File: src/rtl/keypad_scan.sv
// keypad_scan: 4x4 matrix keypad scanner with press/release debounce and one-cycle key_valid per press.
// Define KEYPAD_REPEAT_EN to add auto-repeat pulses while a key stays held.
module keypad_scan #(
  parameter int N = 18,
  parameter int DB_N = 20,
  parameter int REPEAT_N = 26
) (
  input  logic       clk,
  input  logic       reset,
  input  logic [3:0] row,
  output logic [3:0] col,
  output logic [3:0] key_code,
  output logic       key_valid,
  output logic       key_down
);
  typedef enum logic [1:0] {SCAN, DEBOUNCE, HELD, RELEASE} state_t;
  state_t state_q, state_d;
  logic [3:0] row_m_q, row_s_q;
  logic [N-1:0] dwell_q, dwell_d;
  logic [DB_N-1:0] db_q, db_d;
  logic [1:0] col_idx_q, col_idx_d, row_idx_q, row_idx_d, row_low;
  logic [3:0] col_q, col_d, key_code_q, key_code_d;
  logic key_valid_q, key_valid_d, key_down_q, key_down_d;
  logic sample, hit, row_hi, db_end, accept, done, rep_pulse;
  assign sample = state_q == SCAN && &dwell_q;
  assign hit = sample && row_s_q != 4'hF;
  assign row_hi = row_s_q[row_idx_q];
  assign db_end = &db_q;
  assign accept = state_q == DEBOUNCE && !row_hi && db_end;
  assign done = state_q == RELEASE && row_hi && db_end;
  assign row_low = !row_s_q[0] ? 2'd0 : !row_s_q[1] ? 2'd1 : !row_s_q[2] ? 2'd2 : 2'd3;
`ifdef KEYPAD_REPEAT_EN
  logic [REPEAT_N-1:0] rep_q, rep_d;
  assign rep_d = state_q == HELD ? rep_q + REPEAT_N'(1) : '0;
  assign rep_pulse = state_q == HELD && !row_hi && &rep_q;
  always_ff @(posedge clk) rep_q <= reset ? '0 : rep_d;
`else
  assign rep_pulse = REPEAT_N < 0;
`endif
  always_ff @(posedge clk) begin
    if (reset) begin
      state_q     <= SCAN;
      row_m_q     <= 4'hF;
      row_s_q     <= 4'hF;
      dwell_q     <= '0;
      db_q        <= '0;
      col_idx_q   <= '0;
      row_idx_q   <= '0;
      col_q       <= 4'b1110;
      key_code_q  <= '0;
      key_valid_q <= 1'b0;
      key_down_q  <= 1'b0;
    end else begin
      state_q     <= state_d;
      row_m_q     <= row;
      row_s_q     <= row_m_q;
      dwell_q     <= dwell_d;
      db_q        <= db_d;
      col_idx_q   <= col_idx_d;
      row_idx_q   <= row_idx_d;
      col_q       <= col_d;
      key_code_q  <= key_code_d;
      key_valid_q <= key_valid_d;
      key_down_q  <= key_down_d;
    end
  end
  always_comb begin
    state_d = state_q;
    case (state_q)
      SCAN:     if (hit) state_d = DEBOUNCE;
      DEBOUNCE: state_d = row_hi ? SCAN : db_end ? HELD : DEBOUNCE;
      HELD:     if (row_hi) state_d = RELEASE;
      RELEASE:  state_d = !row_hi ? HELD : db_end ? SCAN : RELEASE;
      default:  state_d = SCAN;
    endcase
  end
  // dwell only runs in SCAN, so every return to SCAN restarts the column at zero
  always_comb begin
    dwell_d = state_q == SCAN ? dwell_q + N'(1) : '0;
    db_d = (state_q == DEBOUNCE && !row_hi) || (state_q == RELEASE && row_hi) ? db_q + DB_N'(1) : '0;
    col_idx_d = (sample && !hit) || done ? col_idx_q + 2'd1 : col_idx_q;
    row_idx_d = hit ? row_low : row_idx_q;
    col_d = ~(4'b0001 << col_idx_d);
    key_code_d = accept ? {row_idx_q, col_idx_q} : key_code_q;
    key_valid_d = accept || rep_pulse;
    key_down_d = accept ? 1'b1 : done ? 1'b0 : key_down_q;
  end
  assign col = col_q;
  assign key_code = key_code_q;
  assign key_valid = key_valid_q;
  assign key_down = key_down_q;
endmodule

File: config.mk
export PLATFORM = sky130hd
export DESIGN_NAME = keypad_scan
export DESIGN_NICKNAME = d
export VERILOG_FILES = /design/src/rtl/keypad_scan.sv
export SDC_FILE = /design/constraint.sdc
export NUM_CORES = 1
export LEC_CHECK = 0
export ABC_AREA = 1
export BUFFER_PORTS_ARGS = -buffer_cell sky130_fd_sc_hd__buf_2
export CAP_MARGIN = 10
export CORE_MARGIN = 2
export CORE_UTILIZATION = 35
export DETAILED_ROUTE_END_ITERATION = 16
export SYNTH_ARGS = -nofsm -noshare
export SYNTH_HDL_FRONTEND = slang
export SYNTH_SLANG_ARGS = --single-unit
File: constraint.sdc
create_clock -name clk -period 3.95 [get_ports clk]
set_input_delay 0.1975 -clock clk [delete_from_list [all_inputs] [get_ports clk]]
set_output_delay 0.1975 -clock clk [all_outputs]
set_load 0.01 [all_outputs]
* Word-level counts from Yosys, hierarchy flattened
Index checks and enable logic that the tools add are counted.
Storage, ports and cells: bits in registers 62, input port bits 6, output and inout bits 10, word-level logic and storage cells 58
Cells by class: add/subtract/negate cells 3, $lt $le $gt $ge 1, equal/unequal tests 6, shift-type cells 1, muxes and demuxes 15, bitwise operators 3, reductions and logical operators 18
Operators by type and width (number):
- 20-bit by 1-bit adder with 20-bit output (second input constant) | 1
- 20-bit AND reduction | 1
- 18-bit by 1-bit adder with 18-bit output (second input constant) | 1
- 2-bit 2-to-1 mux | 9
- 18-bit AND reduction | 1
- 2-bit case mux with 4 select lines | 1
- 1-bit logical AND | 7
- 2-bit equality test (second input constant) | 2
- 1-bit 2-to-1 mux | 4
- 2-bit != test (second input constant) | 2
- 4-bit != test (second input constant) | 1
- 4-bit inverter | 1
- 2-bit OR reduction | 2
- 1-bit by 2-bit left shift with 4-bit output (first input constant) | 1
- 2-bit by 3-bit less-than comparator with 1-bit output (second input constant) | 1
- 2-bit by 1-bit adder with 2-bit output (second input constant) | 1
- 1-bit binary-select mux with 2-bit select | 1
- 2-bit by 1-bit equality test with 1-bit output (second input constant) | 1
- 1-bit zero test | 2
- 2-bit zero test | 1
- 1-bit logical OR | 2
- 1-bit inverter | 2
- 2-bit AND reduction | 1
- 2-bit nonzero test | 1

* Longest topological paths before layout
word-level depth 9, mapped depth 10, gate-level depth less buffers 10

* Worst setup path before layout
Ideal clock, no wire load.
path type reg2reg, start point register dwell_q[0], end point register col_q[1] (netlist: col[1]), setup time 0.122 ns, arrival 1.395 ns, data required time 3.828 ns, setup slack 2.433 ns, cell stages (with the launch flop) 11, path buffers 0, period minus slack after synthesis 1.517 ns, cell sequence dfxtp_1 ha_1 nand2_1 nor2_4 nand2_4 nor2_8 nand3_2 nand2_2 nand2_1 nand2_1 nand3_1
Between the ends: longest elaborated chain between the ends 9
Ends and longest elaborated chain:
- from (decl) | line 19 | logic [N-1:0] dwell_q, dwell_d;
- from (signal assigned) | line 57 | dwell_q <= dwell_d;
- 18-bit AND reduction (*) | line 25 | assign sample = state_q == SCAN && &dwell_q;
- 1-bit logical AND (*) | line 25
- 1-bit logical AND | line 26 | assign hit = sample && row_s_q != 4'hF;
- 1-bit zero test | line 81 | col_idx_d = (sample && !hit) || done ? col_idx_q + 2'd1 : col_idx_q;
- 1-bit logical AND (*) | line 81
- 1-bit logical OR (*) | line 81
- 2-bit 2-to-1 mux (*) | line 81
- 1-bit by 2-bit left shift with 4-bit output (*) | line 83 | col_d = ~(4'b0001 << col_idx_d);
- 4-bit inverter (*) | line 83
- to (signal assigned) | line 61 | col_q <= col_d;
- to (decl) | line 22 | logic [3:0] col_q, col_d, key_code_q, key_code_d;
Mark *: on every way between the ends. The rest lies on a longest branch, timed or not. A chain may end at the register's enable or synchronous reset.

* Worst setup path in the final report
Same ends and word-level chain as after synthesis.

==> flow_summary.json <==
{
  "p_int_uw": 939,
  "critPathLaunchType": "register",
  "p_switching_uw": 282,
  "maxSlewHeadroom": 0.710,
  "p_clk_frac": 0.460,
  "synth_compound_area_frac": 0.0813,
  "htree_levels": 3,
  "tns_ns": 0,
  "slew_viol_final": 0,
  "cts_root_buf": "clkbuf_8",
  "ys_types": 30,
  "ctsLongestPathBuffers": 2,
  "synth_cells": 352,
  "synth-edff-count": 0,
  "ys.flop_type": "dfxtp_1",
  "fmax_mhz": 582,
  "crit_arrival_ns": 1.93,
  "yosys_warnings": 0,
  "fp.dieArea_mm2": 0.00850,
  "vias": 2206,
  "yosysSeqAreaShare": 0.456,
  "synth_area_leaders": "dfxtp_1 46%, nand2_1 9.8%, nor2_1 6.6%",
  "holdBufCountCts": 0,
  "filler_cell_count": 767,
  "synthMuxAreaShare": 0,
  "clock_sinks": 62,
  "p_leak_uw": 0.00129,
  "first_pass_iters": 5,
  "grt_max_degree": 21,
  "syn-num-nets": 360,
  "num_rows": 32,
  "cts_buffers": 9,
  "hold_viol": 0,
  "drt_iter0_drc": 86,
  "end_kind": "register",
  "crit_required_ns": 4.16,
  "clk_pin_slew_ns": 0.08,
  "detail-route-antenna-nets": 0,
  "synth_seq_cells": 62,
  "synth_top_area_frac": 0.456,
  "fp.coreArea_mm2": 0.00765,
  "cts_setup_buffers": 0,
  "setup_viol": 0,
  "die_h_um": 92.2,
  "yosys.area_share.simple": 0.359,
  "drive_above_1_share": 0.169,
  "antenna_found_initial": 0,
  "p_seq_frac": 0.520,
  "area_growth_pct": 14.4,
  "synth_area_leader_cell": "dfxtp_1",
  "fin_worst_skew_ns": 0.0122,
  "netlist_area_mm2": 0.00272,
  "wl_per_cell_um": 9.94,
  "ys_top_cells_by_count": "71 x nand2_1, 62 x dfxtp_1, 48 x nor2_1",
  "setup_ws_ns": 2.23,
  "grt_use_total": 0.126,
  "worstPathMaxFanout": 6,
  "period_share": 0.435,
  "drc_errors": 0,
  "pin_count": 16,
  "first_global_vias": 2015,
  "syn_avg_cell_area_um2": 7.74,
  "power_density_mw_per_mm2": 392,
  "swShare": 0.231,
  "yosysMostFrequentCell": "nand2_1",
  "grt_pass1_wl_um": 8540,
  "synth_top_family_by_area": "simple AND/OR/NAND/NOR gates",
  "fin_nets": 382,
  "viasPerCell": 4.59,
  "io_buffers": 15,
  "clk_latency_ns": 0.34,
  "crit_type": "reg2reg",
  "cts_resized": 0,
  "status": "finished, final reports clean",
  "synth_fa_ha_area_frac": 0.00919,
  "drt-total-wl_um": 4780,
  "synthArstFlopShare": 0,
  "initial_core_util": 0.356,
  "hold_path.class": "in2reg",
  "worstMarginPinSlew_ns": 0.434,
  "yosys.area_share.xor_xnor": 0.0386,
  "rsz0062_at_grt": "no",
  "grt-ovfl-total": 0,
  "cap_violations": 0,
  "pre_cts_slack_ns": 2.25,
  "die_w_um": 92.2,
  "n_antenna_cell": 0,
  "combPwrFrac": 0.020,
  "ir_worst_vdd_mv": 0.238,
  "period_minus_slack_ns": 1.72,
  "cts_tree": "yes",
  "place_congestion": 0.776,
  "hpwl_um": 3550
}
[per-layer routing]
metal | GRT usage | part of all wire | vias up | wire [um]
met2 | 0.205 | 0.44 | 34 | 2120
li1 | - | - | 1181 | -
met4 | 0.0435 | 0.015 | 0 | 70
met1 | 0.150 | 0.49 | 980 | 2360
met5 | 0 | 0 | - | 0
met3 | 0.0542 | 0.050 | 11 | 238
[placed cells by master, fill, tap and decap left out, types with 4 or more instances in the layout]
cell and n:
xor2_1 6, o21a_1 4, nor2_1 48, xnor2_1 6, nor3b_1 6, buf_2 15, o21ai_1 4, inv_1 34
o21ai_0 9, nand2_1 71, nand3_1 23, nand4_1 7, or2_2 9, dfxtp_1 62, nand2_2 6, a21oi_1 24
nor3_1 6, clkbuf_8 9
[final timing paths]
kind                            slack (ns)  cells past startpoint       start         end
worst min-delay path                  0.03                      2      row[2]  row_m_q[2]
worst max-delay path                  2.23                     10  dwell_q[0]      col[1]
worst min register to register        0.41                      1  row_m_q[0]  row_s_q[0]
worst max register to register        2.23                     10  dwell_q[0]      col[1]
[critical path, cell delays in order (launching register included)]
cell and delay (ns):
dfxtp_1 0.41, ha_1 0.19, nand2_1 0.10, nor2_4 0.17, nand2_4 0.10, nor2_8 0.16, nand3_2 0.13, nand2_2 0.13
nand2_1 0.05, nand2_1 0.07, nand3_1 0.07
[final cells by class]
type                            instances  area [um^2]  area share
Clock buffer                            9          124      0.0397
Clock inverter                          7         81.3      0.0261
Inverter                               35          131      0.0422
Multi-Input combinational cell        250         1330       0.426
Sequential cell                        62         1240       0.398
Tap cell                              102          128      0.0409
Timing Repair Buffer                   16         82.6      0.0265
[power groups by stage]
| stage | sequential, uW | combinational (uW) | clock [uW] |
|---|---|---|---|
| 2_1_floorplan | 649 | 18.3 | 0 |
| 3_3_place_gp | 649 | 24.0 | 0 |
| 5_1_grt | 635 | 27.8 | 614 |
| 3_5_place_dp | 649 | 24.0 | 0 |
| 4_1_cts | 635 | 24.2 | 589 |
| 6_report | 635 | 24.0 | 562 |
[logic make-up (layout without fill, tap and decap cells)]
| group | after synthesis | in the layout |
|---|---|---|
| xor+xnor | 12 | 12 |
| flops | 62 | 62 |
| compound gates | 42 | 42 |
| fa+ha+maj | 2 | 2 |
| simple gates | 194 | 194 |
| buf+inv | 40 | 67 |
[sequential cells by signal, indices dropped and copies added, names as in the netlist, 2 cells and up]
signal,count
key_code,4
db_q,20
state_q,2
row_s_q,4
dwell_q,18
row_idx_q,2
col,4
row_m_q,4
col_idx_q,2
[metrics by stage]
step | instances | hold slack (ns) | instance area, um^2 | power (uW) | utilization
floorplan | 352 | 0.301 | 2720 | 667 | -
global placement | 465 | 0.383 | 2910 | 673 | 0.381
detailed placement | 465 | 0.382 | 2910 | 673 | 0.381
CTS | 481 | 0.00812 | 3120 | 1250 | 0.408
global route | 481 | 0.00112 | 3120 | 1280 | 0.408
finish | 481 | 0.0286 | 3120 | 1220 | 0.408
Power figures use the tool's default switching activity.
